--- src/rtl/race_controller.sv ---
// race_controller: race-level sequencer for the two-player racer.
// Walks IDLE -> 3-2-1 countdown -> RACING -> FINISH, counts checkpoint-armed
// laps per player from world coordinates, and keeps the centisecond race
// timer and the winner code for the HUD and seven-segment display.
module race_controller #(
  parameter int unsigned TICK_DIV  = 1_000_000,
  parameter int unsigned LAPS      = 3,
  parameter int unsigned FIN_X_MIN = 0,
  parameter int unsigned FIN_X_MAX = 47,
  parameter int unsigned FIN_Y_MIN = 120,
  parameter int unsigned FIN_Y_MAX = 127,
  parameter int unsigned CP_X_MIN  = 272,
  parameter int unsigned CP_X_MAX  = 319,
  parameter int unsigned CP_Y_MIN  = 112,
  parameter int unsigned CP_Y_MAX  = 127
) (
  input  logic        clk_i,
  input  logic        rst_ni,
  input  logic        start_btn_i,
  input  logic [9:0]  p1_x_i,
  input  logic [9:0]  p1_y_i,
  input  logic [9:0]  p2_x_i,
  input  logic [9:0]  p2_y_i,
  output logic [2:0]  state_o,
  output logic [3:0]  p1_laps_o,
  output logic [3:0]  p2_laps_o,
  output logic [1:0]  winner_o,
  output logic [13:0] race_time_o,
  output logic        go_pulse_o
);

  typedef enum logic [2:0] {
    ST_IDLE   = 3'd0,
    ST_CNT3   = 3'd1,
    ST_CNT2   = 3'd2,
    ST_CNT1   = 3'd3,
    ST_RACING = 3'd4,
    ST_FINISH = 3'd5
  } state_e;

  // A divider of 1 still needs a one-bit counter that simply stays at zero.
  localparam int unsigned      CNT_W     = (TICK_DIV > 1) ? $clog2(TICK_DIV) : 1;
  localparam logic [CNT_W-1:0] TICK_LAST = CNT_W'(TICK_DIV - 1);
  localparam logic [6:0]       CS_LAST   = 7'd99;
  localparam logic [13:0]      TIME_MAX  = 14'd9999;
  localparam logic [3:0]       LAPS_Q    = 4'(LAPS);
  localparam logic [3:0]       LAPS_LAST = 4'(LAPS - 1);

  // Regions are stored as (low corner, span) so one unsigned compare covers
  // both bounds and a zero low bound needs no special case.
  localparam logic [9:0] FIN_X_LO   = 10'(FIN_X_MIN);
  localparam logic [9:0] FIN_X_SPAN = 10'(FIN_X_MAX - FIN_X_MIN);
  localparam logic [9:0] FIN_Y_LO   = 10'(FIN_Y_MIN);
  localparam logic [9:0] FIN_Y_SPAN = 10'(FIN_Y_MAX - FIN_Y_MIN);
  localparam logic [9:0] CP_X_LO    = 10'(CP_X_MIN);
  localparam logic [9:0] CP_X_SPAN  = 10'(CP_X_MAX - CP_X_MIN);
  localparam logic [9:0] CP_Y_LO    = 10'(CP_Y_MIN);
  localparam logic [9:0] CP_Y_SPAN  = 10'(CP_Y_MAX - CP_Y_MIN);

  // Inclusive range test: v - lo wraps above span whenever v < lo.
  function automatic logic in_span(input logic [9:0] v,
                                   input logic [9:0] lo,
                                   input logic [9:0] span);
    logic [9:0] off;
    off = v - lo;
    return off <= span;
  endfunction

  state_e            state_q, state_d;
  logic [CNT_W-1:0]  tick_cnt_q, tick_cnt_d;
  logic [6:0]        cs_cnt_q, cs_cnt_d;
  logic [3:0]        p1_laps_q, p1_laps_d, p2_laps_q, p2_laps_d;
  logic [1:0]        winner_q, winner_d;
  logic [13:0]       race_time_q, race_time_d;
  logic              go_q, go_d;
  logic              p1_armed_q, p1_armed_d, p2_armed_q, p2_armed_d;
  logic              p1_in_fin_q, p2_in_fin_q;

  logic p1_in_fin, p2_in_fin, p1_in_cp, p2_in_cp;
  logic racing, counting, tick, cd_done;
  logic p1_lap, p2_lap, p1_done, p2_done, finish;

  assign p1_in_fin = in_span(p1_x_i, FIN_X_LO, FIN_X_SPAN) && in_span(p1_y_i, FIN_Y_LO, FIN_Y_SPAN);
  assign p2_in_fin = in_span(p2_x_i, FIN_X_LO, FIN_X_SPAN) && in_span(p2_y_i, FIN_Y_LO, FIN_Y_SPAN);
  assign p1_in_cp  = in_span(p1_x_i, CP_X_LO, CP_X_SPAN) && in_span(p1_y_i, CP_Y_LO, CP_Y_SPAN);
  assign p2_in_cp  = in_span(p2_x_i, CP_X_LO, CP_X_SPAN) && in_span(p2_y_i, CP_Y_LO, CP_Y_SPAN);

  assign racing   = (state_q == ST_RACING);
  assign counting = (state_q == ST_CNT3) || (state_q == ST_CNT2) ||
                    (state_q == ST_CNT1) || racing;
  assign tick     = (tick_cnt_q == TICK_LAST);
  assign cd_done  = tick && (cs_cnt_q == CS_LAST);

  // A lap needs a fresh entry into the finish region after a checkpoint visit.
  assign p1_lap  = racing && p1_in_fin && !p1_in_fin_q && p1_armed_q;
  assign p2_lap  = racing && p2_in_fin && !p2_in_fin_q && p2_armed_q;
  assign p1_done = p1_lap && (p1_laps_q == LAPS_LAST);
  assign p2_done = p2_lap && (p2_laps_q == LAPS_LAST);
  assign finish  = p1_done || p2_done;

  // State register and all datapath registers, synchronous active-low reset
  always_ff @(posedge clk_i) begin
    // NOTE: registers take non-blocking assignments so every flop samples the
    // pre-edge value of every other flop, independent of statement order.
    if (!rst_ni) begin
      state_q     <= ST_IDLE;
      tick_cnt_q  <= '0;
      cs_cnt_q    <= '0;
      p1_laps_q   <= '0;
      p2_laps_q   <= '0;
      winner_q    <= '0;
      race_time_q <= '0;
      go_q        <= 1'b0;
      p1_armed_q  <= 1'b0;
      p2_armed_q  <= 1'b0;
      p1_in_fin_q <= 1'b0;
      p2_in_fin_q <= 1'b0;
    end else begin
      state_q     <= state_d;
      tick_cnt_q  <= tick_cnt_d;
      cs_cnt_q    <= cs_cnt_d;
      p1_laps_q   <= p1_laps_d;
      p2_laps_q   <= p2_laps_d;
      winner_q    <= winner_d;
      race_time_q <= race_time_d;
      go_q        <= go_d;
      p1_armed_q  <= p1_armed_d;
      p2_armed_q  <= p2_armed_d;
      // History follows the live region flag every cycle, so on entry to
      // RACING a player already parked on the line produces no edge.
      p1_in_fin_q <= p1_in_fin;
      p2_in_fin_q <= p2_in_fin;
    end
  end

  // Next-state logic for the race sequence
  always_comb begin
    // NOTE: default first so every path assigns state_d and no latch is inferred.
    state_d = state_q;
    case (state_q)
      ST_IDLE:   if (start_btn_i) state_d = ST_CNT3;
      ST_CNT3:   if (cd_done)     state_d = ST_CNT2;
      ST_CNT2:   if (cd_done)     state_d = ST_CNT1;
      ST_CNT1:   if (cd_done)     state_d = ST_RACING;
      ST_RACING: if (finish)      state_d = ST_FINISH;
      ST_FINISH: if (start_btn_i) state_d = ST_IDLE;
      default:                    state_d = ST_IDLE;
    endcase
  end

  // Tick divider and countdown centiseconds; both idle at zero outside the run
  always_comb begin
    tick_cnt_d = '0;
    cs_cnt_d   = '0;
    if (counting) begin
      tick_cnt_d = tick ? '0 : tick_cnt_q + 1'b1;
      if (!racing && tick) begin
        cs_cnt_d = (cs_cnt_q == CS_LAST) ? '0 : cs_cnt_q + 1'b1;
      end else if (!racing) begin
        cs_cnt_d = cs_cnt_q;
      end
    end
  end

  // Output logic: laps, arming, winner, race timer and go pulse
  always_comb begin
    p1_laps_d   = p1_laps_q;
    p2_laps_d   = p2_laps_q;
    winner_d    = winner_q;
    race_time_d = race_time_q;
    p1_armed_d  = 1'b0;
    p2_armed_d  = 1'b0;
    go_d        = (state_d == ST_RACING) && !racing;
    case (state_q)
      ST_IDLE: begin
        if (start_btn_i) begin
          p1_laps_d   = '0;
          p2_laps_d   = '0;
          winner_d    = '0;
          race_time_d = '0;
        end
      end
      ST_CNT1: begin
        if (state_d == ST_RACING) race_time_d = '0;
      end
      ST_RACING: begin
        // A lap event on the same edge as a checkpoint hit leaves armed clear.
        p1_armed_d = !p1_lap && (p1_armed_q || p1_in_cp);
        p2_armed_d = !p2_lap && (p2_armed_q || p2_in_cp);
        if (p1_lap && (p1_laps_q != LAPS_Q)) p1_laps_d = p1_laps_q + 1'b1;
        if (p2_lap && (p2_laps_q != LAPS_Q)) p2_laps_d = p2_laps_q + 1'b1;
        if (finish) begin
          // Bit 0 flags P1, bit 1 flags P2, both set is a tie; the timer
          // deliberately skips any tick that lands on this edge.
          winner_d = {p2_done, p1_done};
        end else if (tick && (race_time_q != TIME_MAX)) begin
          race_time_d = race_time_q + 1'b1;
        end
      end
      default: ;
    endcase
  end

  assign state_o     = state_q;
  assign p1_laps_o   = p1_laps_q;
  assign p2_laps_o   = p2_laps_q;
  assign winner_o    = winner_q;
  assign race_time_o = race_time_q;
  assign go_pulse_o  = go_q;

endmodule
--- config.mk ---
export PLATFORM = sky130hd
export DESIGN_NAME = race_controller
export DESIGN_NICKNAME = d
export VERILOG_FILES = /design/src/rtl/race_controller.sv
export SDC_FILE = /design/constraint.sdc
export NUM_CORES = 1
export LEC_CHECK = 0
export BUFFER_PORTS_ARGS = -buffer_cell sky130_fd_sc_hd__buf_4
export CAP_MARGIN = 10
export CORE_MARGIN = 1.5
export CORE_UTILIZATION = 58
export CTS_CLUSTER_SIZE = 10
export DETAILED_ROUTE_END_ITERATION = 6
export PLACE_DENSITY = 0.81
export SYNTH_ARGS = -nofsm -noshare
export SYNTH_HDL_FRONTEND = slang
export SYNTH_SLANG_ARGS = --single-unit
--- constraint.sdc ---
create_clock -name clk_i -period 5.8 [get_ports clk_i]
set_input_delay 0 -clock clk_i [delete_from_list [all_inputs] [get_ports clk_i]]
set_output_delay 0 -clock clk_i [all_outputs]
set_load 0.01 [all_outputs]
==> metrics <==
fraction of layout cells with a size suffix above 1 0.2023; sequential cell area fraction in the yosys report 0.3736; r2r worst-path depth 6; register clock-pin slew on the reported worst setup and hold paths 0.06 ns; Pleak 1.465 nW; Yosys Warn Count 0; RePlAce Congestion 0.8103; cell count after synthesis 375; Starting DRT DRC Count 185; Yosys cell types 58; cell area after layout 0.003851 mm²; fillers 377; vias in the first global route 2710; crit path DAT 3.07 ns; total power 0.8823 mW; #FFs+latches synth 59; RSZ-0062 raised after global routing no; Util after Layout 0.7446; Starting Density 0.6113; DP Wirelength 5155 µm; setup TNS 0 ns; Final Hold Fails 0; pre-CTS setup slack 3.016 ns; count of pins over their slew limit 0; crit path max fanout 16; Core Footprint 0.005172 mm²; Post-route DRC 0; CTS-repair resized insts 0; DR WL/cell 14.59 µm; Layout Skew 0.008288 ns; Max Cap Violations 0; DRT Pass-1 Iters 4; CTS sink count 59; Area growth syn-to-layout 21.80%; Vert. Die Dim 76.84 µm; Routed WL 7366 µm; outcome completed; cts bufs inserted 9; Antenna diodes 0; number of port buffers 56; Post-Syn Nets 427; total grt overflow 0; Hold Path Stages 4; Max Fclk 350.1 MHz; Critical Path Start Type flop; antenna violations before repair 0; period utilisation layout 0.4924; Mean Syn Cell Area 8.431 µm²; Die X 76.84 µm; WS Path Type flop to flop; CTS tree built; Post-synth EDFFs 0; Clock Tree Root clkbuf_8; largest net degree at the start of global routing 25; Mapped Area 0.003162 mm²; maximum vdd drop 0.1735 mV; all-layer global routing usage 0.2577; Async SR Flop Fraction 0; Slew @ Worst Pin 0.9307 ns; H-tree lvl count 3; HP Class primary input to flop; Worst-Skew Late Latency 0.34 ns; Max Buffers Root-to-Sink 2; min Tclk post-route 2.856 ns; die footprint 0.005904 mm²; DP Area 0.003613 mm²; Power Density 229.1 mW/mm²; Slew headroom 0.3772; Vias 3009; Core Rows 26; crit path capture type flop; Boundary Pins 71; vias per cell 5.958; Routed Antenna Nets 0; nets 482; CP required 6.01 ns; dominant synthesized flop cell dfxtp_1; Setup WS post-layout 2.944 ns; endpoints failing setup 0; # Post-CTS Setup Buffers 0; first-pass GRT wire length 12360 µm
-- routing by layer --
layer	vias to the layer above	global-route usage	share of wire
met5	-	0	0
met1	1425	0.3210	0.43
met2	87	0.4381	0.50
met3	10	0.04286	0.051
met4	0	0.1093	0.017
li1	1487	-	-
-- what timing repair did --
| item | 4_1_cts | 5_1_grt |
|---|---|---|
| endpoints found under the hold margin | 1 | 0 |
| hold buffers | 1 | 0 |
| setup endpoints to repair | 0 | 0 |
-- cells in the mapped netlist, drive strengths merged, types with 2 or more instances --
master,instances,area (µm²)
dfxtp,59,1181
nor2,50,187.7
nand2,30,112.6
a21oi,21,105.1
nand3,21,105.1
and3,19,121.4
xor2,13,113.9
o311ai,12,105.1
clkbuf,10,37.54
o21ai,10,50.04
o31ai,10,75.07
ha,9,112.6
xnor2,9,78.83
inv,8,30.03
a31oi,6,37.54
nand4,6,37.54
nor2b,6,37.54
nor3,6,35.03
nor4b,6,58.80
or3,6,42.54
or3b,5,43.79
buf,4,26.27
nand3b,4,30.03
nand4b,4,35.03
nor3b,4,30.03
o211ai,4,30.03
and2,3,18.77
and4,3,26.28
mux2i,3,30.03
nand2b,3,18.77
or4b,3,33.78
o21a,2,15.01
o41ai,2,25.03
or4,2,15.01
-- metrics by stage --
stage                     hold WS [ns]  std cells
after floorplan                 0.1317        375
after global placement          0.3364        488
after detailed placement        0.3413        488
after CTS                      0.02380        505
after global routing           0.05107        505
final                          0.03439        505
-- final cells by class --
class	count	area, µm²	area share
Multi-Input combinational cell	293	1883	0.4890
Inverter	9	33.78	0.008772
Clock buffer	12	155.1	0.04029
Tap cell	70	87.58	0.02274
Sequential cell	59	1181	0.3067
Clock inverter	4	72.57	0.01884
Timing Repair Buffer	58	437.9	0.1137
-- cells by family (layout without fill, tap and decap cells) --
| family | Yosys count | count (layout) | share of synthesized area |
|---|---|---|---|
| adder cells (fa/ha/maj) | 9 | 9 | 0.03562 |
| XOR/XNOR | 22 | 22 | 0.06094 |
| multiplexers | 4 | 4 | 0.01306 |
| flip-flops | 59 | 59 | 0.3736 |
| buffers and inverters | 23 | 83 | 0.03087 |
| AND/OR/NAND/NOR | 183 | 183 | 0.3217 |
| AO/OA/AOI/OAI | 75 | 75 | 0.1642 |
-- worst max-delay path: stages, from the launching register on --
cell	delay (ns)
dfxtp_1	0.51
or3b_1	0.66
nor3b_1	0.37
nand3_1	0.17
o31ai_1	0.44
or3_1	0.43
o21ai_0	0.14
-- final timing paths --
| path | startpoint | endpoint | slack (ns) |
|---|---|---|---|
| worst max-delay path | state_o[2]$_SDFF_PN0_ | race_time_o[2]$_SDFFE_PN0P_ | 2.94 |
| worst min-delay path | p1_x_i[6] | p1_armed_q$_SDFF_PN0_ | 0.03 |
| worst max register to register | state_o[2]$_SDFF_PN0_ | race_time_o[2]$_SDFFE_PN0P_ | 2.94 |
| worst min register to register | tick_cnt_q[0]$_SDFF_PP0_ | tick_cnt_q[0]$_SDFF_PP0_ | 0.48 |
-- cell usage in the layout, fill, tap and decap left out, types with 2 or more instances in the layout --
cell,instances
buf_4,57
dfxtp_1,59
o31ai_1,10
nor3b_1,4
nand3b_1,4
xnor2_1,9
nand2b_1,3
xor2_1,13
nand4b_1,4
o21ai_0,9
nor4b_1,5
a21oi_1,21
bufinv_16,2
and2_1,2
and3_2,2
o311ai_0,9
mux2i_1,3
a31oi_1,6
o21a_1,2
or4_1,2
clkbuf_8,11
inv_1,8
and3_1,17
nor2_1,50
ha_1,9
o211ai_1,4
nor2b_1,6
nand4_1,6
nand3_1,21
nor3_1,5
o311ai_1,3
nand2_1,30
or3_1,5
or3b_2,4
and4_1,3
-- flip-flops by register name, indices dropped and copies added, names as in the netlist --
| name | cells |
|---|---|
| go_pulse_o | 1 |
| tick_cnt_q | 20 |
| race_time_o | 14 |
| p1_in_fin_q | 1 |
| p2_armed_q | 1 |
| p1_armed_q | 1 |
| p1_laps_o | 4 |
| state_o | 3 |
| cs_cnt_q | 7 |
| winner_o | 2 |
| p2_in_fin_q | 1 |
| p2_laps_o | 4 |
-- power breakdown --
group	internal (mW)	switching [mW]	total, mW
clock network	0.265	0.163	0.428
registers	0.406	0.00228	0.409
logic	0.0215	0.0242	0.0457
total	0.692	0.190	0.882
Power figures use the tool's default switching activity.
